--- src/rtl/pwm_multi_channel.sv ---
// Multi-channel PWM: one shared prescaled period counter, double-buffered duty per channel.
// Define PWM_CENTER_ALIGNED_EN for a triangle (up/down) counter.
module pwm_multi_channel #(
  parameter int NUM_CH  = 16,
  parameter int CNT_W   = 8,
  parameter int PRESC_W = 8,
  parameter int SEL_W   = 4
) (
  input  logic               clk,
  input  logic               rst_n,
  input  logic [NUM_CH-1:0]  en_out,
  input  logic [NUM_CH-1:0]  en_pwm,
  input  logic [CNT_W-1:0]   period,
  input  logic [PRESC_W-1:0] prescale,
  input  logic               duty_we,
  input  logic [SEL_W-1:0]   duty_sel,
  input  logic [CNT_W-1:0]   duty_wdata,
  output logic [NUM_CH-1:0]  out,
  output logic               frame_start,
  output logic [CNT_W-1:0]   cnt_value
);

  localparam logic [SEL_W:0] NCH_L = (SEL_W+1)'(NUM_CH);

  logic [PRESC_W-1:0] presc_q, presc_d;
  logic [CNT_W-1:0]   cnt_q, cnt_d;
  logic [CNT_W-1:0]   shadow_q [NUM_CH];
  logic [CNT_W-1:0]   active_q [NUM_CH];
  logic [NUM_CH-1:0]  out_q, out_d;
  logic               fs_q;
  logic               tick;
  logic               wrap;
  logic               sel_ok;

  // >= keeps the prescaler bounded if prescale drops below the count
  assign tick    = presc_q >= prescale;
  assign presc_d = tick ? '0 : presc_q + PRESC_W'(1);
  assign sel_ok  = {1'b0, duty_sel} < NCH_L;

`ifdef PWM_CENTER_ALIGNED_EN
  logic dir_q, dir_d;

  always_comb begin
    cnt_d = cnt_q;
    dir_d = dir_q;
    wrap  = 1'b0;
    if (tick) begin
      if (period == '0) begin
        cnt_d = '0;
        dir_d = 1'b0;
        wrap  = 1'b1;
      end else if (!dir_q) begin
        if (cnt_q >= period) begin
          cnt_d = cnt_q - CNT_W'(1);
          dir_d = 1'b1;
        end else begin
          cnt_d = cnt_q + CNT_W'(1);
        end
      end else if (cnt_q <= CNT_W'(1)) begin
        cnt_d = '0;
        dir_d = 1'b0;
        wrap  = 1'b1;
      end else begin
        cnt_d = cnt_q - CNT_W'(1);
      end
    end
  end

  always_ff @(posedge clk or negedge rst_n) begin
    if (!rst_n) dir_q <= 1'b0;
    else        dir_q <= dir_d;
  end
`else
  always_comb begin
    cnt_d = cnt_q;
    wrap  = 1'b0;
    if (tick) begin
      if (cnt_q >= period) begin
        cnt_d = '0;
        wrap  = 1'b1;
      end else begin
        cnt_d = cnt_q + CNT_W'(1);
      end
    end
  end
`endif

  always_comb begin
    out_d = '0;
    for (int i = 0; i < NUM_CH; i++) begin
      out_d[i] = en_out[i] & (~en_pwm[i] | (cnt_q < active_q[i]));
    end
  end

  always_ff @(posedge clk or negedge rst_n) begin
    if (!rst_n) begin
      presc_q <= '0;
      cnt_q   <= '0;
      out_q   <= '0;
      fs_q    <= 1'b0;
    end else begin
      presc_q <= presc_d;
      cnt_q   <= cnt_d;
      out_q   <= out_d;
      fs_q    <= wrap;
    end
  end

  // Shadow is read before the write lands, so a wrap-cycle write waits a frame
  always_ff @(posedge clk or negedge rst_n) begin
    if (!rst_n) begin
      for (int i = 0; i < NUM_CH; i++) begin
        shadow_q[i] <= '0;
        active_q[i] <= '0;
      end
    end else begin
      if (wrap) begin
        for (int i = 0; i < NUM_CH; i++) begin
          active_q[i] <= shadow_q[i];
        end
      end
      if (duty_we && sel_ok) begin
        shadow_q[duty_sel] <= duty_wdata;
      end
    end
  end

  assign out         = out_q;
  assign frame_start = fs_q;
  assign cnt_value   = cnt_q;

endmodule

--- config.mk ---
export PLATFORM = sky130hd
export DESIGN_NAME = pwm_multi_channel
export DESIGN_NICKNAME = d
export VERILOG_FILES = /design/src/rtl/pwm_multi_channel.sv
export SDC_FILE = /design/constraint.sdc
export NUM_CORES = 1
export LEC_CHECK = 0
export ABC_CLOCK_PERIOD_IN_PS = 4600
export CORE_MARGIN = 5
export CORE_UTILIZATION = 52
export CTS_CLUSTER_DIAMETER = 80
export DETAILED_ROUTE_END_ITERATION = 7
export PLACE_DENSITY = 0.82
export SYNTH_ARGS = -nofsm -noshare
export SYNTH_HDL_FRONTEND = slang
export SYNTH_SLANG_ARGS = --single-unit
--- constraint.sdc ---
create_clock -name clk -period 4.6 [get_ports clk]
set_input_delay 0.92 -clock clk [delete_from_list [all_inputs] [get_ports clk]]
set_output_delay 0.92 -clock clk [all_outputs]
set_load 0.05 [all_outputs]
After elaboration in Yosys (flattened, before gate mapping)
Index checks and enable logic that the tools add are counted.
Storage, ports and cells
  input bits: 63
  logic and storage cells: 115
  output and inout bits: 25
  bits in registers: 289
Cells by class
  mux-type cells: 7
  bitwise operators: 49
  $lt $le $gt $ge: 20
  add/sub/neg operators: 2
  reductions and logical operators: 1
Operators with widths (number)
  $bwmux 128: 1
  $lt 8x8->1: 16
  $demux 8 s4: 1
  $mux 8: 3
  $add 8x1->8 const B: 2
  $and 1x1->1: 16
  $ge 8x8->1: 2
  $not 1->1: 16
  $or 1x1->1: 16
  $ge 5x5->1 const B: 1
  $lt 5x1->1 const B: 1
  $not 4->5: 1
  $mux 1: 2
  $logic_and 1x1->1: 1

Depth between registers and ports, before layout
  depth after elaboration: 6
  mapped depth: 11
  depth with buffers taken out: 7

Worst setup path before layout
No wires, ideal clock.
  path kind: register -> register
  start point: register cnt_q[2] (netlist: cnt_value[2])
  end point: register active_q[0] (netlist bit)
  setup time: 0.125 ns
  period minus slack after synthesis: 2.871 ns
  path buffers: 2
  data arrival time: 2.746 ns
  stages on the path, launching flop included: 9
  setup slack: 1.729 ns
  required time: 4.475 ns
  path through: dfrtp_1 ha_1 or3_1 a21oi_1 o31ai_4 nand2_4 buf_12 buf_12 mux2_4
Between the ends
  cells in the longest elaborated chain, start to end: 3
RTL lines
  start: declaration: line 26  | logic [CNT_W-1:0] cnt_q, cnt_d;
  start signal: assignment: line 103  | cnt_q <= cnt_d;
  $ge 8x8->1: line 78  | if (cnt_q >= period) begin
  $mux 1: line 78
  $mux 1: line 77  | if (tick) begin
  end signal: indexed assignment: line 119  | active_q[i] <= shadow_q[i];
  end: declaration: line 28  | logic [CNT_W-1:0] active_q [NUM_CH];
No other way between the ends.
A chain may end at the register's enable or synchronous reset.

Final worst setup path
  start point: input period[1]
  end point: register active_q[55] (netlist bit)
Between the ends
  cells in the longest elaborated chain, start to end: 3
RTL lines
  start: declaration: line 13  | input logic [CNT_W-1:0] period,
  $ge 8x8->1: line 78
  $mux 1: line 78
  $mux 1: line 77
No other way between the ends.

==> flow_summary.yaml <==
finish:
  final_area_sq_um: 16800
  drive_gt1_share_pct: 24.8
  nets: 1391
  syn_to_final_growth_pct: 15.4
  diodes: 0
  fillCellCount: 2118
  fin_util_pct: 60.6
worst_setup_path:
  end_kind: "register"
  crit_fanout: 48
  cp_data_arrival_time_ns: 3.66
  setup.worst_path.class: "input port to register"
  required_ns: 5.04
  r2r_cells: 8
  start_kind: "input port"
pwr:
  power.leakage_nw: 8.44
  ir_worst_vdd_mv: 0.475
  powerDensity_nw_per_um2: 586
synthesis:
  synth_edf_count: 0
  ys.flop_type: "dfrtp_1"
  synthCells: 1093
  ys_seq_elements: 289
  synth_area_leaders: "dfrtp_1, ha_1, mux2_4"
  syn-num-nets: 1286
  synth-async-reset-ratio_pct: 100
  yosysWarnings: 0
  post-synth-top-area-cell: "dfrtp_1"
  syn_area_sq_um: 14600
  synth-seq-area-share_pct: 49.5
  synth_common_cells: "dfrtp_1, inv_1, ha_1"
  yosysMostFrequentCell: "dfrtp_1"
  synth_cell_type_count: 43
  syn_avg_cell_area_sq_um: 13.4
  yosys.area.top_type_share_pct: 49.5
timing:
  worst_pin_slew_ns: 1.18
  slew_viol_final: 0
  setup_viol: 0
  rsz0062_at_grt: "false"
  skew_ns: 0.0255
  max_freq_mhz: 310
  fin_tns_setup_ns: 0
  hold_viol: 0
  slew_headroom_pct: 20.9
  period_share_pct: 70.1
  fin_crit_ns: 3.22
detailed_routing:
  drt_iter0_markers: 454
  drt-total-wl_um: 30800
  dr.pass1.iters: 4
  viasPerCell: 5.48
  drc: 0
  antenna_left: 0
  routedWlPerCell_um: 19.3
  num_vias: 8760
place:
  io_buffers: 87
  post-dp-hpwl_um: 19300
  place_area_sq_um: 15800
  gp_congestion: 0.784
clocking:
  post-cts-setup-buffers: 0
  root_buffer: "clkbuf_16"
  post_cts_resized: 0
  clock_path_buffers: 3
  ctsHtreeMaxLevel: 1
  cts_hold_buf: 0
  clk_latency_ns: 0.57
  clk_pin_slew_worst_paths_ns: 0.06
  cts_sinks: 289
  numCtsBuffers: 30
  cts_tree: "done"
grt:
  grt_pass1_wl_um: 50100
  gr-total-overflow: 0
  grt_max_degree: 120
  grt_pass1_vias: 9515
  antenna_found_initial: 0
  grt_use_total_pct: 20.1
die:
  ios: 88
  die_area_sq_um: 31500
  die_h_um: 178
  rows: 61
  initial_core_util_pct: 52.5
  die_w_um: 178
  coreArea_sq_um: 27800
status:
  status: "finished, final reports clean"
run:
  maxCapViolCount: 0
worst_hold_path:
  hold_path.class: "input port to async pin"
==> final cells by class <==
type	instances	area (sq um)	share of cell area [%]
clock buffers	43	890	5.28
clock inverters	11	150	0.891
inverters	134	503	2.99
multi-input cells	639	6560	38.9
flip-flops and latches	289	7230	42.9
well taps	378	473	2.81
repair buffers	104	1040	6.18
==> power breakdown <==
group	internal [mW]	leakage, nW	switching (mW)
registers	3.32	3.64	0.447
clock network	1.51	0.508	0.987
logic	1.84	4.29	1.77
total	6.68	8.44	3.20
==> cells in the final DEF (no fill, tap or decap), types with 18 or more instances in the layout <==
master,synthesis,layout
dfrtp_1,289,289
inv_1,133,133
ha_1,130,130
mux2_2,128,128
mux2_4,100,100
clkdlybuf4s50_1,0,86
a21o_1,50,50
nor2_1,36,36
clkbuf_16,0,30
mux2_1,28,28
nand2b_1,21,21
a21oi_1,19,19
nand4_1,18,18
==> state kept, by name, indices dropped and copies added (netlist names) <==
signal	cells
cnt_value	8
shadow_q	128
active_q	128
out	16
presc_q	8
frame_start	1
==> logic make-up (layout without fill, tap and decap cells) <==
kind of cell / Yosys count / after routing / share of synthesized area, %
XOR/XNOR: 6 / 6 / 0.360
AND/OR/NAND/NOR: 109 / 109 / 3.99
AO/OA/AOI/OAI: 137 / 137 / 6.98
buffers and inverters: 165 / 292 / 5.60
flip-flops: 289 / 289 / 49.5
multiplexers: 257 / 257 / 22.4
adder cells (fa/ha/maj): 130 / 130 / 11.1
==> critical path, stage by stage <==
cell and delay (ns):
clkdlybuf4s50_1 0.46, inv_1 0.04, ha_1 0.18, or4_1 0.54, a21oi_2 0.17, o31ai_4 0.16
nand2_8 0.47, buf_12 0.33, mux2_1 0.34
==> stage by stage <==
step | power, mW | hold slack (ns) | setup slack (ns) | std cells
6_report | 9.88 | 0.407 | 1.38 | 1598
5_1_grt | 10.6 | 0.496 | 1.28 | 1598
4_1_cts | 9.98 | 0.474 | 1.40 | 1598
3_5_place_dp | 7.42 | 0.471 | 0.817 | 1544
3_3_place_gp | 7.18 | 0.460 | 0.873 | 1544
2_1_floorplan | 6.42 | 0.452 | 1.73 | 1093
==> path summary, 6_finish.rpt <==
kind	endpoint	slack [ns]	start
max in group asynchronous	shadow_q[111]	3.14	rst_n
min reg2reg	active_q[71]	0.48	shadow_q[71]
min	active_q[22]	0.41	rst_n
max reg2reg	active_q[55]	1.79	presc_q[0]
max	active_q[55]	1.38	period[1]
min in group clk	active_q[71]	0.48	shadow_q[71]
==> per-layer routing <==
layer  global-route usage (%)  up-vias  wire length [um]
met2                     32.9      211             14700
met4                     4.64        0               414
met3                     3.20       31              2160
met1                     28.3     4476             13500
met5                        0        -                 0
li1                         -     4042                 -
No activity file was read; power rests on OpenSTA's default activity.
